`src/rtl/nn_avalon_pkg.sv`:
```
// Shared types and constants for the NN accelerator Avalon-MM host: FSM states,
// default address map and CSR bit positions.
package nn_avalon_pkg;

  typedef enum logic [3:0] {
    IDLE,
    FETCH,
    WRITE,
    START,
    POLL_RD,
    POLL_WT,
    RES_RD,
    RES_WT,
    CLEAR,
    FINISH
  } state_e;

  localparam int ADDR_W = 11;
  localparam int DATA_W = 32;
  localparam int SRC_W  = 16;
  localparam int RES_W  = 4;
  localparam int RDAT_W = 17;

  localparam int               DEF_PIXEL_WORDS  = 783;
  localparam int               DEF_WEIGHT_WORDS = 784;
  localparam logic [ADDR_W-1:0] DEF_RESULT_BASE = 11'h620;
  localparam int               DEF_RESULT_COUNT = 10;
  localparam logic [ADDR_W-1:0] DEF_CSR_ADDR    = 11'h62B;

  localparam int CSR_START_BIT = 3;
  localparam int CSR_DONE_BIT  = 4;

  localparam logic [DATA_W-1:0] CSR_START_CMD = 32'h1 << CSR_START_BIT;
  localparam logic [DATA_W-1:0] CSR_CLEAR_CMD = 32'h0;
  localparam logic [15:0]       POLL_LIMIT    = 16'hFFFF;

endpackage

```
`src/rtl/avalon_master_port.sv`:
```
// Single-transaction Avalon-MM master: latches one request, holds it through waitrequest,
// tracks the outstanding read and captures its readdata.
module avalon_master_port
  import nn_avalon_pkg::*;
(
  input  logic              clk,
  input  logic              rst,
  input  logic              wr_req_i,
  input  logic              rd_req_i,
  input  logic [ADDR_W-1:0] addr_i,
  input  logic [DATA_W-1:0] wdata_i,
  output logic              active_o,
  output logic              wr_ack_o,
  output logic              rd_acc_o,
  output logic              rd_vld_o,
  output logic [DATA_W-1:0] rd_data_o,
  output logic [ADDR_W-1:0] address_o,
  output logic              write_o,
  output logic              read_o,
  output logic [DATA_W-1:0] writedata_o,
  input  logic [DATA_W-1:0] readdata_i,
  input  logic              waitrequest_i,
  input  logic              readdatavalid_i
);

  logic [ADDR_W-1:0] addr_q, addr_d;
  logic [DATA_W-1:0] wdata_q, wdata_d;
  logic              write_q, write_d;
  logic              read_q, read_d;
  logic              pend_q, pend_d;
  logic              rvld_q, rvld_d;
  logic [DATA_W-1:0] rdata_q, rdata_d;

  assign active_o = write_q | read_q | pend_q;
  assign wr_ack_o = write_q & ~waitrequest_i;
  assign rd_acc_o = read_q & ~waitrequest_i;

  always_comb begin
    addr_d  = addr_q;
    wdata_d = wdata_q;
    write_d = write_q;
    read_d  = read_q;
    pend_d  = pend_q;
    rvld_d  = 1'b0;
    rdata_d = rdata_q;
    if (wr_ack_o) begin
      write_d = 1'b0;
    end
    if (rd_acc_o) begin
      read_d = 1'b0;
      pend_d = 1'b1;
    end
    // Data beats with no read in flight are dropped here.
    if (pend_q && readdatavalid_i) begin
      pend_d  = 1'b0;
      rvld_d  = 1'b1;
      rdata_d = readdata_i;
    end
    if (!active_o && (wr_req_i || rd_req_i)) begin
      addr_d  = addr_i;
      wdata_d = wr_req_i ? wdata_i : '0;
      write_d = wr_req_i;
      read_d  = rd_req_i & ~wr_req_i;
    end
  end

  always_ff @(posedge clk or posedge rst) begin
    if (rst) begin
      addr_q  <= '0;
      wdata_q <= '0;
      write_q <= 1'b0;
      read_q  <= 1'b0;
      pend_q  <= 1'b0;
      rvld_q  <= 1'b0;
      rdata_q <= '0;
    end else begin
      addr_q  <= addr_d;
      wdata_q <= wdata_d;
      write_q <= write_d;
      read_q  <= read_d;
      pend_q  <= pend_d;
      rvld_q  <= rvld_d;
      rdata_q <= rdata_d;
    end
  end

  assign address_o   = addr_q;
  assign writedata_o = wdata_q;
  assign write_o     = write_q;
  assign read_o      = read_q;
  assign rd_vld_o    = rvld_q;
  assign rd_data_o   = rdata_q;

endmodule

```
`src/rtl/nn_avalon_host.sv`:
```
// Host sequencer: streams pixel/weight words to the accelerator, starts it, polls the CSR,
// reads back the results and clears the CSR. NN_HOST_TIMEOUT_EN adds a bounded poll and error output.
module nn_avalon_host
  import nn_avalon_pkg::*;
#(
  parameter int                PIXEL_WORDS  = DEF_PIXEL_WORDS,
  parameter int                WEIGHT_WORDS = DEF_WEIGHT_WORDS,
  parameter logic [ADDR_W-1:0] RESULT_BASE  = DEF_RESULT_BASE,
  parameter int                RESULT_COUNT = DEF_RESULT_COUNT,
  parameter logic [ADDR_W-1:0] CSR_ADDR     = DEF_CSR_ADDR
) (
  input  logic              clk,
  input  logic              rst,
  input  logic              go,
  output logic              busy,
  output logic              done,
  output logic [ADDR_W-1:0] src_addr,
  input  logic [SRC_W-1:0]  src_data,
  output logic [ADDR_W-1:0] address,
  output logic              write,
  output logic              read,
  output logic [DATA_W-1:0] writedata,
  input  logic [DATA_W-1:0] readdata,
  input  logic              waitrequest,
  input  logic              readdatavalid,
  output logic              result_valid,
  output logic [RES_W-1:0]  result_index,
  output logic [RDAT_W-1:0] result_data
`ifdef NN_HOST_TIMEOUT_EN
  ,
  output logic              error
`endif
);

  localparam logic [ADDR_W-1:0] LAST_WORD = ADDR_W'(PIXEL_WORDS + WEIGHT_WORDS - 1);
  localparam logic [RES_W-1:0]  LAST_RES  = RES_W'(RESULT_COUNT - 1);

  state_e            state_q, state_d;
  logic [ADDR_W-1:0] word_q, word_d;
  logic [RES_W-1:0]  res_q, res_d;

  logic              wr_req, rd_req;
  logic [ADDR_W-1:0] req_addr;
  logic [DATA_W-1:0] req_wdata;
  logic              port_active, wr_ack, rd_acc, rd_vld;
  logic [DATA_W-1:0] rd_data;
  logic              poll_hit;
  logic              unused_rd_data;

  assign unused_rd_data = ^rd_data[DATA_W-1:RDAT_W];

  avalon_master_port u_port (
    .clk             (clk),
    .rst             (rst),
    .wr_req_i        (wr_req),
    .rd_req_i        (rd_req),
    .addr_i          (req_addr),
    .wdata_i         (req_wdata),
    .active_o        (port_active),
    .wr_ack_o        (wr_ack),
    .rd_acc_o        (rd_acc),
    .rd_vld_o        (rd_vld),
    .rd_data_o       (rd_data),
    .address_o       (address),
    .write_o         (write),
    .read_o          (read),
    .writedata_o     (writedata),
    .readdata_i      (readdata),
    .waitrequest_i   (waitrequest),
    .readdatavalid_i (readdatavalid)
  );

  // Each bus state issues its request once the port is free and advances on completion.
  always_comb begin
    state_d   = state_q;
    word_d    = word_q;
    res_d     = res_q;
    wr_req    = 1'b0;
    rd_req    = 1'b0;
    req_addr  = '0;
    req_wdata = '0;
    unique case (state_q)
      IDLE: begin
        if (go) begin
          word_d  = '0;
          state_d = FETCH;
        end
      end
      FETCH: state_d = WRITE;
      WRITE: begin
        req_addr  = word_q;
        req_wdata = {{(DATA_W-SRC_W){1'b0}}, src_data};
        wr_req    = ~port_active;
        if (wr_ack) begin
          word_d  = word_q + 1'b1;
          state_d = (word_q == LAST_WORD) ? START : FETCH;
        end
      end
      START: begin
        req_addr  = CSR_ADDR;
        req_wdata = CSR_START_CMD;
        wr_req    = ~port_active;
        if (wr_ack) state_d = POLL_RD;
      end
      POLL_RD: begin
        req_addr = CSR_ADDR;
        rd_req   = ~port_active;
        if (rd_acc) state_d = POLL_WT;
      end
      POLL_WT: begin
        if (rd_vld) begin
          if (rd_data[CSR_DONE_BIT]) begin
            res_d   = '0;
            state_d = RES_RD;
          end else if (poll_hit) begin
            state_d = CLEAR;
          end else begin
            state_d = POLL_RD;
          end
        end
      end
      RES_RD: begin
        req_addr = RESULT_BASE + ADDR_W'(res_q);
        rd_req   = ~port_active;
        if (rd_acc) state_d = RES_WT;
      end
      RES_WT: begin
        if (rd_vld) begin
          res_d   = res_q + 1'b1;
          state_d = (res_q == LAST_RES) ? CLEAR : RES_RD;
        end
      end
      CLEAR: begin
        req_addr  = CSR_ADDR;
        req_wdata = CSR_CLEAR_CMD;
        wr_req    = ~port_active;
        if (wr_ack) state_d = FINISH;
      end
      FINISH: state_d = IDLE;
      default: state_d = IDLE;
    endcase
  end

  always_ff @(posedge clk or posedge rst) begin
    if (rst) begin
      state_q <= IDLE;
      word_q  <= '0;
      res_q   <= '0;
    end else begin
      state_q <= state_d;
      word_q  <= word_d;
      res_q   <= res_d;
    end
  end

`ifdef NN_HOST_TIMEOUT_EN
  logic [15:0] poll_q, poll_d;
  logic        tmo_q, tmo_d;

  // Counts entries into POLL_RD; the limit is checked when a not-done status comes back.
  always_comb begin
    poll_d = poll_q;
    tmo_d  = tmo_q;
    if (state_q == IDLE && go) begin
      poll_d = '0;
      tmo_d  = 1'b0;
    end else if (state_d == POLL_RD && state_q != POLL_RD) begin
      poll_d = poll_q + 16'd1;
    end
    if (state_q == POLL_WT && state_d == CLEAR) tmo_d = 1'b1;
  end

  always_ff @(posedge clk or posedge rst) begin
    if (rst) begin
      poll_q <= '0;
      tmo_q  <= 1'b0;
    end else begin
      poll_q <= poll_d;
      tmo_q  <= tmo_d;
    end
  end

  assign poll_hit = (poll_q == POLL_LIMIT);
  assign error    = (state_q == FINISH) && tmo_q;
`else
  assign poll_hit = 1'b0;
`endif

  assign busy         = (state_q != IDLE);
  assign done         = (state_q == FINISH);
  assign src_addr     = (state_q == FETCH) ? word_q : '0;
  assign result_valid = (state_q == RES_WT) && rd_vld;
  assign result_index = result_valid ? res_q : '0;
  assign result_data  = result_valid ? rd_data[RDAT_W-1:0] : '0;

endmodule

```
`config.mk`:
```
export PLATFORM = sky130hd
export DESIGN_NAME = nn_avalon_host
export DESIGN_NICKNAME = d
export VERILOG_FILES = /design/src/rtl/nn_avalon_pkg.sv /design/src/rtl/avalon_master_port.sv /design/src/rtl/nn_avalon_host.sv
export SDC_FILE = /design/constraint.sdc
export NUM_CORES = 1
export LEC_CHECK = 0
export CORE_UTILIZATION = 30
export CTS_BUF_LIST = sky130_fd_sc_hd__clkbuf_8
export DETAILED_ROUTE_END_ITERATION = 16
export MAX_ROUTING_LAYER = met4
export PLACE_DENSITY = 0.68
export RECOVER_POWER = 25
export SETUP_SLACK_MARGIN = 0.3
export SLEW_MARGIN = 20
export SYNTH_ARGS = -nofsm -noshare
export SYNTH_HDL_FRONTEND = slang
export SYNTH_SLANG_ARGS = --single-unit
```
`constraint.sdc`:
```
create_clock -name clk -period 3.16 [get_ports clk]
set_input_delay 0.632 -clock clk [delete_from_list [all_inputs] [get_ports clk]]
set_output_delay 0.632 -clock clk [all_outputs]
set_load 0.02 [all_outputs]
```
==> metrics.yaml, run 1 <==
syn_inst: 337
maxSlewViolCount: 68
cts_root_buffer: "clkbuf_8"
clkLatencyLatePin_ns: 0.35
rr_endpoint: "u_port.writedata_o[14]"
pre_cts_slack_ns: 0.541
place_hpwl_um: 6090
min_delay_path_depth: 2
yosysWarnings: 0
instances_no_fill: 588
drtAntennaViolNets: 0
regToRegSetupSlack_ns: 0.86
cp-start-kind: "flip-flop"
top_usage_layer: "met2"
fill_cells: 1061
finalSetupViolations: 0
ys_async_sr_fraction_pct: 100
die_w_um: 109
io_pins: 133
worst_pin_slew_ns: 1.68
whs_endpoint: "u_port.address_o[4]"
numCtsBuffers: 9
grt-ovfl-total: 0
p_leak_nw: 2.15
port_buffers: 101
vias_per_cell: 4.90
cp.required_ns: 2.53
grt_pass1_vias: 2826
use_met2_pct: 24.8
syn_area_um2: 3440
drtIter0Drc: 170
arrival_ns: 2.12
track_usage_pct: 15.7
synth_edf_count: 0
final_util_pct: 43.7
core_area_um2: 11000
ys.flop_type: "dfrtp_1"
synth-simple-area-share_pct: 19.6
synth_fa_ha_area_share_pct: 1.45
hold_start: "u_port.address_o[4]"
status: "complete, but fails checks"
power_density_nw_per_um2: 775
path_max_fanout: 10
routed_wl_um: 8720
cts_tree: "yes"
dp.cells: 571
gp_congestion: 0.835
cts.sinks: 67
syn_to_final_growth_pct: 40.1
initial_utilization_pct: 31.2
crit_type: "flip-flop to primary output"
regArea_um2: 1680
grt_pass1_wl_um: 13900
fp.dieArea_um2: 11900
use_met3_pct: 3.41
reg2reg_depth: 4
ir_drop_uv: 403
wl_per_cell_um: 14.8
antenna_found_initial: 0
ys_types: 48
firstDrtPassIters: 4
timing.fmax_mhz: 363
grt_max_degree: 68
synth-xor-area-share_pct: 0.509
hold_violations: 0
hp-class: "flip-flop to flip-flop"
synth.yosys.seq_area_share_pct: 48.7
rsz0062_at_grt: "no"
cap_violations: 1
synth_compound_area_share_pct: 14.9
num_rows: 38
setup_slack_ns: 0.405
path_clk_slew_ns: 0.09
n_antenna_cell: 0
synthMuxAreaShare_pct: 7.05
multi_input_area_um2: 1570
synth_top_family_by_area: "simple AND/OR/NAND/NOR gates"
clockBufferDepth: 2
endpoint_kind: "primary output"
grtUsageMet1_pct: 19.9
place_area_um2: 4590
nets: 500
drive_above_1_share_pct: 13.8
period_share_pct: 87.2
synth-seq-cells: 67
final_area_um2: 4820
h-tree-depth: 3
drc_errors: 0
violations: "max-capacitance violations, max-slew violations"
vias: 2880
period_minus_slack_ns: 2.75
fp.dieH_um: 109
whs_ns: 0.484
p_total_mw: 3.74
synth_area_per_cell_um2: 10.2
slew_headroom_pct: -12.1
final.setup.tns_ns: 0
r2r_start: "state_q[3]"
finClkSkew_ns: 0.0163
## flip-flops by register name, summed over array words and instances, names as in the netlist
name / flops
u_port.address_o: 11
u_port.rd_data_o: 17
u_port.writedata_o: 16
u_port.read_o: 1
u_port.rd_vld_o: 1
word_q: 11
u_port.pend_q: 1
state_q: 4
u_port.write_o: 1
res_q: 4
## where the power goes
group	internal [mW]	leakage, nW	switching [mW]
Sequential	1.14	0.855	0.200
Combinational	0.744	1.18	0.855
Clock	0.449	0.110	0.355
## cell families after synthesis
group | after synthesis
simple gates | 118
compound gates | 74
flops | 67
buf+inv | 49
mux | 22
fa+ha+maj | 4
xor+xnor | 2
other cells | 1
## worst max-delay path by stage
stage,start,endpoint,slack (ns),cells after the start
CTS,state_q[2],result_data[14],0.34,4
floorplan,rst,res_q[0],0.84,1
global placement,state_q[1],result_data[10],0.59,4
global route,state_q[3],result_data[14],0.33,4
finish,state_q[3],result_data[14],0.41,4
detailed placement,state_q[1],result_data[14],0.54,4
## worst max-delay path, stage by stage, from the launching register on
cell	delay, ns
dfrtp_2	0.50
and3b_2	0.32
buf_4	0.17
and3_1	0.18
clkdlybuf4s50_1	0.61
## cell usage after synthesis (all sizes together) (3+ instances only)
master | count | area [um^2]
nand3 | 5 | 25.0
o41ai | 3 | 26.3
a22o | 16 | 140
buf | 24 | 171
mux2 | 18 | 203
nor2b | 6 | 37.5
o22ai | 3 | 18.8
inv | 14 | 52.6
ha | 4 | 50.1
nor4b | 3 | 47.5
nand2 | 34 | 128
clkbuf | 11 | 41.3
o211ai | 4 | 30.0
or3 | 7 | 43.8
nand2b | 4 | 25.0
nor3 | 3 | 20.0
mux2i | 4 | 40.0
dfrtp | 67 | 1680
o21ai | 23 | 115
nor2 | 10 | 40.0
and3 | 34 | 213
a21oi | 17 | 85.1
## per-layer routing
metal / part of all wire, % / vias up
met4: 1.0 / 0
li1: - / 1382
met3: 5.6 / 10
met1: 45 / 1383
met2: 48 / 105
met5: 0 / -
## area by class of cell
class	count	area share (%)
flip-flops and latches	67	34.8
multi-input cells	236	32.6
repair buffers	115	23.2
well taps	140	3.63
clock buffers	9	2.57
clock inverters	7	2.05
inverters	14	1.09
## what timing repair did
item                       in CTS  in global routing
hold buffers                    0                  0
setup endpoints to repair      14                 21
buffers inserted                1                  0
gates resized for setup         4                  5
## cells in the final DEF, fill, tap and decap left out, drive strengths merged, types with 3 or more instances in the layout
cell type      synthesis  layout
clkdlybuf4s50          0      98
dfrtp                 67      67
and3                  34      34
nand2                 34      34
o21ai                 23      23
mux2                  18      18
a21oi                 17      17
a22o                  16      16
conb                   1      16
inv                   14      15
buf                   24      13
nor2                  10      10
clkbuf                11      10
or3                    7       7
nor2b                  6       6
nand3                  5       5
nand2b                 4       4
o211ai                 4       4
mux2i                  4       4
ha                     4       4
o41ai                  3       3
o22ai                  3       3
nor3                   3       3
nor4b                  3       3
clkinv                 0       3
Note: power is estimated with default switching activity, not from simulation.
==> run 2, diff against run 1 <==
PLACE_DENSITY = default   (was 0.68)
==> run 2 against run 1 <==
  * Largest cell class unchanged
  * Wire length about the same
  * Highest routed layer unchanged
  * Global-route usage hardly changed
  * The run now ends clean
  * Sequential power is essentially flat
  * Critical path type unchanged
  * Critical path depth unchanged
  * Worst setup slack improved by 0.0093 ns
  * Clock skew shrank 0.0047 ns
  * Fmax increased by 0.34%
  * Design area did not move
==> metrics.yaml, run 2 (synthesized netlist as in run 1, its figures left out) <==
timing.fmax_mhz: 364
hold_start: "u_port.address_o[1]"
reg2reg_depth: 6
h-tree-depth: 3
syn_to_final_growth_pct: 40.1
antenna_found_initial: 0
fp.dieArea_um2: 11900
crit_type: "flip-flop to primary output"
cp-start-kind: "flip-flop"
hold_violations: 0
wl_met1_um: 3960
largest_reg_flops: 17
initial_utilization_pct: 31.2
wl_met3_um: 490
cp_slowest_cell: "clkdlybuf4s50_1"
path_clk_slew_ns: 0.07
pre_cts_slack_ns: 0.477
dp.cells: 568
topRoutingLayerUsed: "met4"
die_w_um: 109
cts_root_buffer: "clkbuf_8"
final_common_cell: "clkdlybuf4s50_1"
fp.dieH_um: 109
regToRegSetupSlack_ns: 0.88
n_antenna_cell: 0
p_leak_nw: 2.26
rsz0062_at_grt: "no"
path_max_fanout: 11
port_buffers: 101
hp-class: "flip-flop to flip-flop"
clockBufferDepth: 2
wl_per_cell_um: 14.8
nets: 502
period_share_pct: 86.9
numCtsBuffers: 9
r2r_start: "state_q[1]"
min_delay_path_depth: 2
routed_wl_um: 8720
firstDrtPassIters: 4
cts.sinks: 67
drtAntennaViolNets: 0
num_rows: 38
place_hpwl_um: 6140
endpoint_kind: "primary output"
instances_no_fill: 590
power_density_nw_per_um2: 748
vias: 2853
grt_max_degree: 36
core_area_um2: 11000
worst_pin_slew_ns: 1.31
grt_pass1_vias: 2741
period_minus_slack_ns: 2.75
track_usage_pct: 15.7
final.setup.tns_ns: 0
drive_above_1_share_pct: 13.6
whs_endpoint: "u_port.address_o[1]"
cp.required_ns: 2.53
vias_per_cell: 4.84
cap_violations: 0
grt-ovfl-total: 0
io_pins: 133
finClkSkew_ns: 0.0116
gp_congestion: 0.812
max_stage_delay_ns: 0.60
dr_wl_met2_um: 4130
p_total_mw: 3.61
maxSlewViolCount: 0
clkLatencyLatePin_ns: 0.34
slew_headroom_pct: 12.9
cts_tree: "yes"
crit_chain: "and3b_2 > buf_4 > and3_1 > clkdlybuf4s50_1"
grt_pass1_wl_um: 13900
finalSetupViolations: 0
drtIter0Drc: 150
rr_endpoint: "u_port.writedata_o[12]"
mostFrequentLayoutCells: "clkdlybuf4s50_1, dfrtp_1, and3_1, nand2_1, o21ai_0"
ir_drop_uv: 302
status: "complete, no violations"
arrival_ns: 2.11
drc_errors: 0
setup_slack_ns: 0.415
-- run 2: cell types whose count changed in the layout (fill, tap and decap cells not counted), moves of 2 or more --
| cell | delta |
|---|---|
| clkinv_2 | +2 |
| buf_4 | +3 |
| dlymetal6s2s_1 | +5 |
| inv_6 | -2 |
| clkdlybuf4s50_1 | -6 |
| inv_1 | +3 |
-- run 2: where the power goes --
| group | switching [mW] | internal (mW) |
|---|---|---|
| clock | 0.337 | 0.356 |
| sequential | 0.202 | 1.14 |
| combinational | 0.843 | 0.734 |
-- run 2: worst max-delay path by stage --
stage / cells past startpoint / start / endpoint / slack (ns)
after detailed placement: 4 / state_q[3] / result_data[9] / 0.48
after global routing: 4 / state_q[1] / result_data[7] / 0.29
after global placement: 4 / state_q[3] / result_data[14] / 0.49
after floorplan: 1 / rst / res_q[0] / 0.84
after CTS: 4 / state_q[0] / result_data[9] / 0.34
final: 4 / state_q[1] / result_data[12] / 0.41
-- run 2: worst max-delay path, delay by kind of cell, from the launching register on --
| family | cells | cell delay [ns] |
|---|---|---|
| buffers and inverters | 2 | 0.78 |
| flip-flops | 1 | 0.52 |
| AND/OR/NAND/NOR | 2 | 0.47 |
-- run 2: per-layer routing --
layer  global-route usage (%)  vias up
li1                         -     1386
met5                        -        -
met2                     24.7       95
met1                     19.5     1360
met3                     3.41       12
met4                     6.18        0
-- run 2: final cells by class --
type	instances	area, um^2
sequential	67	1680
multi-input combinational	236	1570
timing repair buffer	117	1160
clock inverter	7	61.3
fill	1062	6210
clock buffer	9	124
inverter	14	52.6
tap	140	175
-- run 2: repair_timing --
item,4_1_cts,5_1_grt
endpoints found under the setup margin,34,15
hold buffers,0,0
endpoints found under the hold margin,0,0
gates resized for setup,5,7
gates cloned,0,0
setup buffers,1,5
-- run 2: metrics by stage --
stage | util, % | hold WS (ns) | instance area [um^2]
4_1_cts | 43.2 | 0.491 | 4770
6_report | 43.7 | 0.480 | 4820
2_1_floorplan | - | 0.471 | 3500
3_5_place_dp | 41.4 | 0.474 | 4570
3_3_place_gp | 41.4 | 0.465 | 4570
5_1_grt | 43.7 | 0.509 | 4820
==> run 3, diff against run 2 <==
CAP_MARGIN = 40   (was default)
==> results of run 3 <==
Final layout, timing and power as in run 2 (identical DEF).
